<file path="src/rtl/sub16_serial_pkg.sv">
// Shared types and constants for the bit-serial subtractor.
// Optional status flags are enabled with the SUB16_SERIAL_FLAGS_EN macro.
package sub16_serial_pkg;

   localparam int SUB_WIDTH = 16;

   typedef enum logic [1:0] {
      IDLE  = 2'd0,
      SHIFT = 2'd1,
      DONE  = 2'd2
   } state_e;

endpackage

</file>
<file path="src/rtl/sub16_serial_full_adder.sv">
// Library one-bit full adder cell; in[1] and in[0] are the two addend bits.
module full_adder (
   input  logic [1:0] in,
   input  logic       c_in,
   output logic       sum,
   output logic       c_out
);

   assign sum   = in[1] ^ in[0] ^ c_in;
   assign c_out = (in[1] & in[0]) | (c_in & (in[1] ^ in[0]));

endmodule

</file>
<file path="src/rtl/sub16_serial.sv">
// Bit-serial in0 - in1 using one full adder, LSB first, with start/busy/done handshake.
// Define SUB16_SERIAL_FLAGS_EN to add the registered zero and signed-overflow flags.
module sub16_serial
   import sub16_serial_pkg::*;
#(
   parameter int WIDTH = SUB_WIDTH
) (
   input  logic             clk,
   input  logic             rst,
   input  logic             start,
   input  logic [WIDTH-1:0] in0,
   input  logic [WIDTH-1:0] in1,
   output logic             busy,
   output logic             done,
   output logic [WIDTH-1:0] out,
   output logic             b_out
`ifdef SUB16_SERIAL_FLAGS_EN
   ,
   output logic             zero,
   output logic             ovf
`endif
);

   localparam int CW = $clog2(WIDTH) + 1;
   localparam logic [CW-1:0] LAST_BIT = CW'(WIDTH - 1);

   state_e           state_q;
   logic [CW-1:0]    cnt_q;
   logic [WIDTH-1:0] a_q;
   logic [WIDTH-1:0] b_q;
   // Holds the WIDTH-1 bits already produced; the final bit goes straight to out.
   logic [WIDTH-2:0] r_q;
   logic             c_q;
   logic             busy_q;
   logic             done_q;
   logic [WIDTH-1:0] out_q;
   logic             b_out_q;

   logic             sum_w;
   logic             carry_w;
   logic [WIDTH-1:0] res_d;

   full_adder u_fa (
      .in    ({a_q[0], ~b_q[0]}),
      .c_in  (c_q),
      .sum   (sum_w),
      .c_out (carry_w)
   );

   assign res_d = {sum_w, r_q};

`ifdef SUB16_SERIAL_FLAGS_EN
   logic a_msb_q;
   logic b_msb_q;
   logic zero_q;
   logic ovf_q;

   always_ff @(posedge clk or posedge rst) begin
      if (rst) begin
         a_msb_q <= 1'b0;
         b_msb_q <= 1'b0;
         zero_q  <= 1'b0;
         ovf_q   <= 1'b0;
      end else if (state_q == IDLE && start) begin
         a_msb_q <= in0[WIDTH-1];
         b_msb_q <= in1[WIDTH-1];
      end else if (state_q == SHIFT && cnt_q == LAST_BIT) begin
         zero_q <= ~|res_d;
         ovf_q  <= (a_msb_q != b_msb_q) && (res_d[WIDTH-1] != a_msb_q);
      end
   end

   assign zero = zero_q;
   assign ovf  = ovf_q;
`endif

   always_ff @(posedge clk or posedge rst) begin
      if (rst) begin
         state_q <= IDLE;
         cnt_q   <= '0;
         a_q     <= '0;
         b_q     <= '0;
         r_q     <= '0;
         c_q     <= 1'b0;
         busy_q  <= 1'b0;
         done_q  <= 1'b0;
         out_q   <= '0;
         b_out_q <= 1'b0;
      end else begin
         case (state_q)
            IDLE: begin
               done_q <= 1'b0;
               if (start) begin
                  a_q     <= in0;
                  b_q     <= in1;
                  c_q     <= 1'b1;
                  cnt_q   <= '0;
                  busy_q  <= 1'b1;
                  state_q <= SHIFT;
               end
            end
            SHIFT: begin
               a_q   <= a_q >> 1;
               b_q   <= b_q >> 1;
               r_q   <= res_d[WIDTH-1:1];
               c_q   <= carry_w;
               cnt_q <= cnt_q + 1'b1;
               // Results are registered on the last bit so they are valid during DONE.
               if (cnt_q == LAST_BIT) begin
                  out_q   <= res_d;
                  b_out_q <= ~carry_w;
                  busy_q  <= 1'b0;
                  done_q  <= 1'b1;
                  state_q <= DONE;
               end
            end
            DONE: begin
               done_q  <= 1'b0;
               state_q <= IDLE;
            end
            default: begin
               busy_q  <= 1'b0;
               done_q  <= 1'b0;
               state_q <= IDLE;
            end
         endcase
      end
   end

   assign busy  = busy_q;
   assign done  = done_q;
   assign out   = out_q;
   assign b_out = b_out_q;

endmodule

</file>
<file path="config.mk">
export PLATFORM = sky130hd
export DESIGN_NAME = sub16_serial
export DESIGN_NICKNAME = d
export VERILOG_FILES = /design/src/rtl/sub16_serial_pkg.sv /design/src/rtl/sub16_serial_full_adder.sv /design/src/rtl/sub16_serial.sv
export SDC_FILE = /design/constraint.sdc
export NUM_CORES = 1
export LEC_CHECK = 0
export ABC_AREA = 1
export BUFFER_PORTS_ARGS = -buffer_cell sky130_fd_sc_hd__buf_2
export CAP_MARGIN = 5
export CORE_MARGIN = 2
export CORE_UTILIZATION = 55
export DETAILED_ROUTE_END_ITERATION = 7
export MAX_ROUTING_LAYER = met4
export PLACE_DENSITY = 0.78
export SYNTH_ARGS = -nofsm -noshare
export SYNTH_HDL_FRONTEND = slang
export SYNTH_HIERARCHICAL = 1
export SYNTH_SLANG_ARGS = --single-unit
</file>
<file path="constraint.sdc">
create_clock -name clk -period 2.1 [get_ports clk]
set_input_delay 0 -clock clk [delete_from_list [all_inputs] [get_ports clk]]
set_output_delay 0 -clock clk [all_outputs]
set_load 0.02 [all_outputs]
</file>
==> Yosys cells after proc, flatten, opt, wreduce, memory -nomap -nowiden <==
Cells that the tools add are included.
{ "classes": {"multipliers": 0, "muxes": 15, "magnitude_cmp": 0, "div_mod_pow": 0, "shift": 0, "n_eq_ne": 5, "bitwise": 8, "n_addsub": 1, "reduce_logical": 6} }
{ "op_table": {"columns": ["operator", "n"], "rows": [
  ["16-bit case mux with 2 select lines", 2],
  ["16-bit 2-to-1 mux", 2],
  ["5-bit case mux with 2 select lines", 1],
  ["2-bit AND reduction", 3],
  ["5-bit by 1-bit adder with 5-bit output (second input constant)", 1],
  ["5-bit by 4-bit == test with 1-bit output (second input constant)", 1],
  ["5-bit 2-to-1 mux", 1],
  ["1-bit 2-to-1 mux", 4],
  ["2-bit 2-to-1 mux", 2],
  ["2-bit != test (second input constant)", 2],
  ["2-bit case mux with 2 select lines", 1],
  ["1-bit inverter", 3],
  ["1-bit case mux with 3 select lines", 1],
  ["3-bit AND reduction", 1],
  ["1-bit AND", 2],
  ["2-bit by 1-bit == test with 1-bit output (second input constant)", 1],
  ["2-bit == test (second input constant)", 1],
  ["2-bit logical NOT", 1],
  ["1-bit case mux with 2 select lines", 1],
  ["2-bit nonzero test", 1],
  ["1-bit XOR", 2],
  ["1-bit bitwise OR", 1]
]} }
{ "totals": {"mem_bits_ro": 0, "mem_count": 0, "input_bits": 35, "elab_cells": 45, "reg_bits": 74, "ramBits": 0, "output_inout_bits": 19, "latchBits": 0} }

==> Depth between registers and ports, before layout <==
{ "depth": {"depth_word": 5, "ltp_mapped": 8, "mapped_depth_nobuf": 8} }

==> By module <==
The synthesis kept the hierarchy.
{ "by_module_without_submodules": {"columns": ["mod", "cells_per_inst", "instances", "area_per_inst_um2", "seq_area_each_um2"], "rows": [
  ["sub16_serial", 338, 1, 3123.0, 1851.8],
  ["full_adder", 1, 1, 20.0, 0.0]
]} }

==> Least setup slack after synthesis <==
No wires, ideal clock.
{ "synth_path": {"path_kind": "reg-to-reg", "startpoint": "reg cnt_q[0]", "endpoint": "reg out_q[1], in the netlist out[1]", "t_required_ns": 1.982, "n_path_buf": 1, "path_slack_ns": 0.702, "path_stages_with_launch": 9, "setup_time_ns": 0.118, "arrival_ns": 1.280, "period_less_slack_ns": 1.398, "path_cell_list": "dfrtp_1 ha_1 nand2_1 nor2_1 ha_1 nand2_4 buf_6 nand2_1 o21ai_2"} }
{ "synth_via": {"elab_chain_cells": 2} }
{ "synth_lines": {"columns": ["item", "line", "rtl"], "rows": [
  ["start, declared", "sub16_serial.sv:28", "logic [CW-1:0] cnt_q;"],
  ["start signal, assigned", "sub16_serial.sv:107", "cnt_q <= cnt_q + 1'b1;"],
  ["5-bit by 4-bit == test with 1-bit output", "sub16_serial.sv:109", "if (cnt_q == LAST_BIT) begin"],
  ["2-bit AND reduction (no source line)", null, null],
  ["end signal, assigned", "sub16_serial.sv:110", "out_q <= res_d;"],
  ["end, declared", "sub16_serial.sv:36", "logic [WIDTH-1:0] out_q;"]
]} }
No other way between the ends.
A chain may end at the register's enable or synchronous reset.

==> Worst setup path after layout <==
{ "layout_path": {"startpoint": "reg cnt_q[0]", "endpoint": "reg out_q[0], in the netlist out[0]"} }
The elaborated chain is that of the path after synthesis.

==> run metrics <==
outcome=finished, final reports clean; Routed WL per cell=12.77 um; highest achievable clock rate=584.9 MHz; Tmin final=1710 ps; initial core utilization=57.08%; min-delay worst type=primary input to flip-flop; syn_area_per_cell=9.271 um^2; Yosys cell types=23; xor-xnor portion of the synthesized cell area=0.2787%; Post-CTS Setup Inserts=0; Area Growth Syn to Fin=25.60%; CTS Sinks=74; Routed Antenna Nets=0; Final Hold Fails=0; CP Capture Type=flip-flop; Max Clock Skew=5.545 ps; gpl congestion=0.7494; Critical Path Fanout Max=34; worst skew pair latency=330 ps; RSZ-0062 raised after global routing=no; multiplexer area fraction after synthesis=0%; CTS tree=yes; Rel. slew slack=71.67%; WHS=267.1 ps; drt pass-1 iters=4; CTS Buf Count=9; worst stage delay on the critical path=420 ps; final setup vio count=0; pin count of the biggest net entering global routing=75; crit-path cells=ha_1 -> nand2_1 -> nor2_1 -> ha_1 -> nand2_4 -> inv_1 -> nand2_1 -> nand2_1; vias in the first global route=2534; Die Width=79.60 um; ant diodes=0; critical path's slowest cell=dfrtp_1; flops & latches, synth=74; Clock transition at path regs=70 ps; initial antenna violation count=0; layout cells sized above 1=22.01%; Yosys warnings=6; Final Cell Area=0.003948 mm^2; number of port buffers=53; GRT Overall Usage=23.20%; row count=27; IO Pins=54; Mapped Cells=339; first-pass GRT wire length=11130 um; Post-Synthesis Net Count=377; Leakage=1.981 nW; DR vias=2543; final global-route overflow total=0; Cell Area, Synth=0.003143 mm^2; worst path bufs/invs=1; Post-DP Area=0.003453 mm^2; # fillers=419; Die H=79.60 um; # nets final=460; setup TNS=0 ps; Synth Area in Compound Gates=8.002%; part of the Yosys area used for sequential elements=58.92%; CP Data Required Time=2330 ps; Crit Path Category=flip-flop to flip-flop; Most common cell on crit path=nand2_1; initial drt markers=222; die area=0.006335 mm^2; Max Slew Vio Count=0; placed insts=450; DP HPWL=3660 um; Tot Pwr=4.910 mW; Pwr Density=1244 mW/mm^2; Worst path top cell family by delay=simple AND/OR/NAND/NOR gates; H-tree depth=3; Worst Max-Slew Pin Slew=424.6 ps; max_cap viols=0; non-filler instance count after layout=499; Peak VDD IR=0.5856 mV; startpoint type of the worst setup path=flip-flop; Final period util=81.42%; routed wire length=6374 um; vias per cell=5.096; Max Root-Sink Buffers=2; Arr. time, crit path=1940 ps; clk root buf=clkbuf_8; Post-CTS Resized=0; combinational family with the most area after synthesis=simple AND/OR/NAND/NOR gates; Synth Area in Adders=1.433%; simple-gate share of the synthesized area=25.24%; Core Region=0.005507 mm^2; DRC=0
-- Yosys cell counts, drive strengths merged --
master  count  share of area, %
dfrtp      74                59
inv        22               2.7
o21bai      1              0.24
o22ai       1              0.20
o21ai      33               7.2
fa          1              0.64
buf        14               2.8
ha          2              0.80
a21oi       1              0.16
xnor2       1              0.28
clkbuf      5              0.60
o21a        1              0.24
nand2     107                13
nand3      67                11
nor2        8               1.2
nand4       1              0.20
-- final timing paths --
path	from	end	slack (ps)	depth (start not counted)
max	cnt_q[0]$_DFFE_PP0P_	out[0]$_DFFE_PP0P_	390	8
min	start	a_q[1]$_DFFE_PP0P_	270	4
max reg2reg	cnt_q[0]$_DFFE_PP0P_	out[0]$_DFFE_PP0P_	390	8
min reg2reg	r_q[0]$_DFFE_PP0P_	out[0]$_DFFE_PP0P_	470	2
max in group asynchronous	rst	cnt_q[1]$_DFFE_PP0P_	1520	4
min in group asynchronous	rst	b_q[6]$_DFFE_PP0P_	280	4
-- worst min-delay path: cells and delay by family --
| kind | cells | cell delay [ps] |
|---|---|---|
| buf+inv | 1 | 90 |
| simple gates | 3 | 470 |
-- cell families (layout without fill, tap and decap cells) --
logic type	after synthesis	in the layout
xor gates and xnor gates	1	1
buffers and inverters	41	129
and+or+nand+nor	183	183
DFF	74	74
AOI/OAI and AO/OA	37	37
adders and majority gates	3	3
-- timing repair --
item	CTS	global route
hold buffers	33	0
hold endpoints to repair	106	0
endpoints found under the setup margin	0	0
-- per-layer routing --
metal | GRT usage, % | up-vias | wire length, um
met3 | 3.394 | 12 | 290
met2 | 37.82 | 68 | 3104
met5 | - | - | 0
li1 | - | 1270 | -
met4 | 10.00 | 0 | 131
met1 | 29.20 | 1193 | 2848
-- placed cells by master (no fill, tap or decap) --
| cell | n |
|---|---|
| ha_1 | 2 |
| clkbuf_8 | 10 |
| o21ai_0 | 17 |
| nand2_4 | 1 |
| o21bai_1 | 1 |
| dfrtp_1 | 74 |
| xnor2_1 | 1 |
| inv_1 | 19 |
| buf_4 | 3 |
| fa_1 | 1 |
| a21oi_1 | 1 |
| o22ai_1 | 1 |
| buf_12 | 2 |
| o21a_1 | 1 |
| nand3_1 | 67 |
| clkbuf_1 | 3 |
| buf_2 | 53 |
| nor2_1 | 7 |
| dlygate4sd3_1 | 33 |
| nand4_1 | 1 |
| nand2_2 | 2 |
| clkinv_2 | 3 |
| nand2_1 | 104 |
| inv_2 | 2 |
| nor2_4 | 1 |
| inv_4 | 1 |
| o21ai_2 | 16 |
-- flip-flops by register name, indices dropped and copies added (netlist names) --
register  cells
a_q          16
b_out         1
b_q          16
busy          1
c_q           1
cnt_q         5
done          1
out          16
r_q          15
state_q       2
-- metrics by stage --
step / utilization, % / setup WS, ps
finish: 71.69 / 390.3
global route: 71.69 / 242.6
global placement: 62.71 / 451.4
floorplan: - / 218.4
CTS: 71.69 / 389.5
detailed placement: 62.71 / 403.9
-- power breakdown --
part           switching [mW]  leakage, nW  internal, mW  total [mW]
clock network           0.472       0.0872         0.457       0.929
logic                    1.06        0.934         0.623        1.68
registers               0.321        0.960          1.98        2.30
-- cell type report --
| type | count | area [um^2] | area share [%] |
|---|---|---|---|
| clock buffer | 13 | 148.9 | 3.772 |
| clock inverter | 3 | 15.01 | 0.3803 |
| inverter | 22 | 85.08 | 2.155 |
| multi-input combinational | 224 | 1099 | 27.83 |
| sequential | 74 | 1852 | 46.91 |
| tap | 72 | 90.09 | 2.282 |
| timing repair buffer | 91 | 658.1 | 16.67 |
No activity file was read; power rests on OpenSTA's default activity.
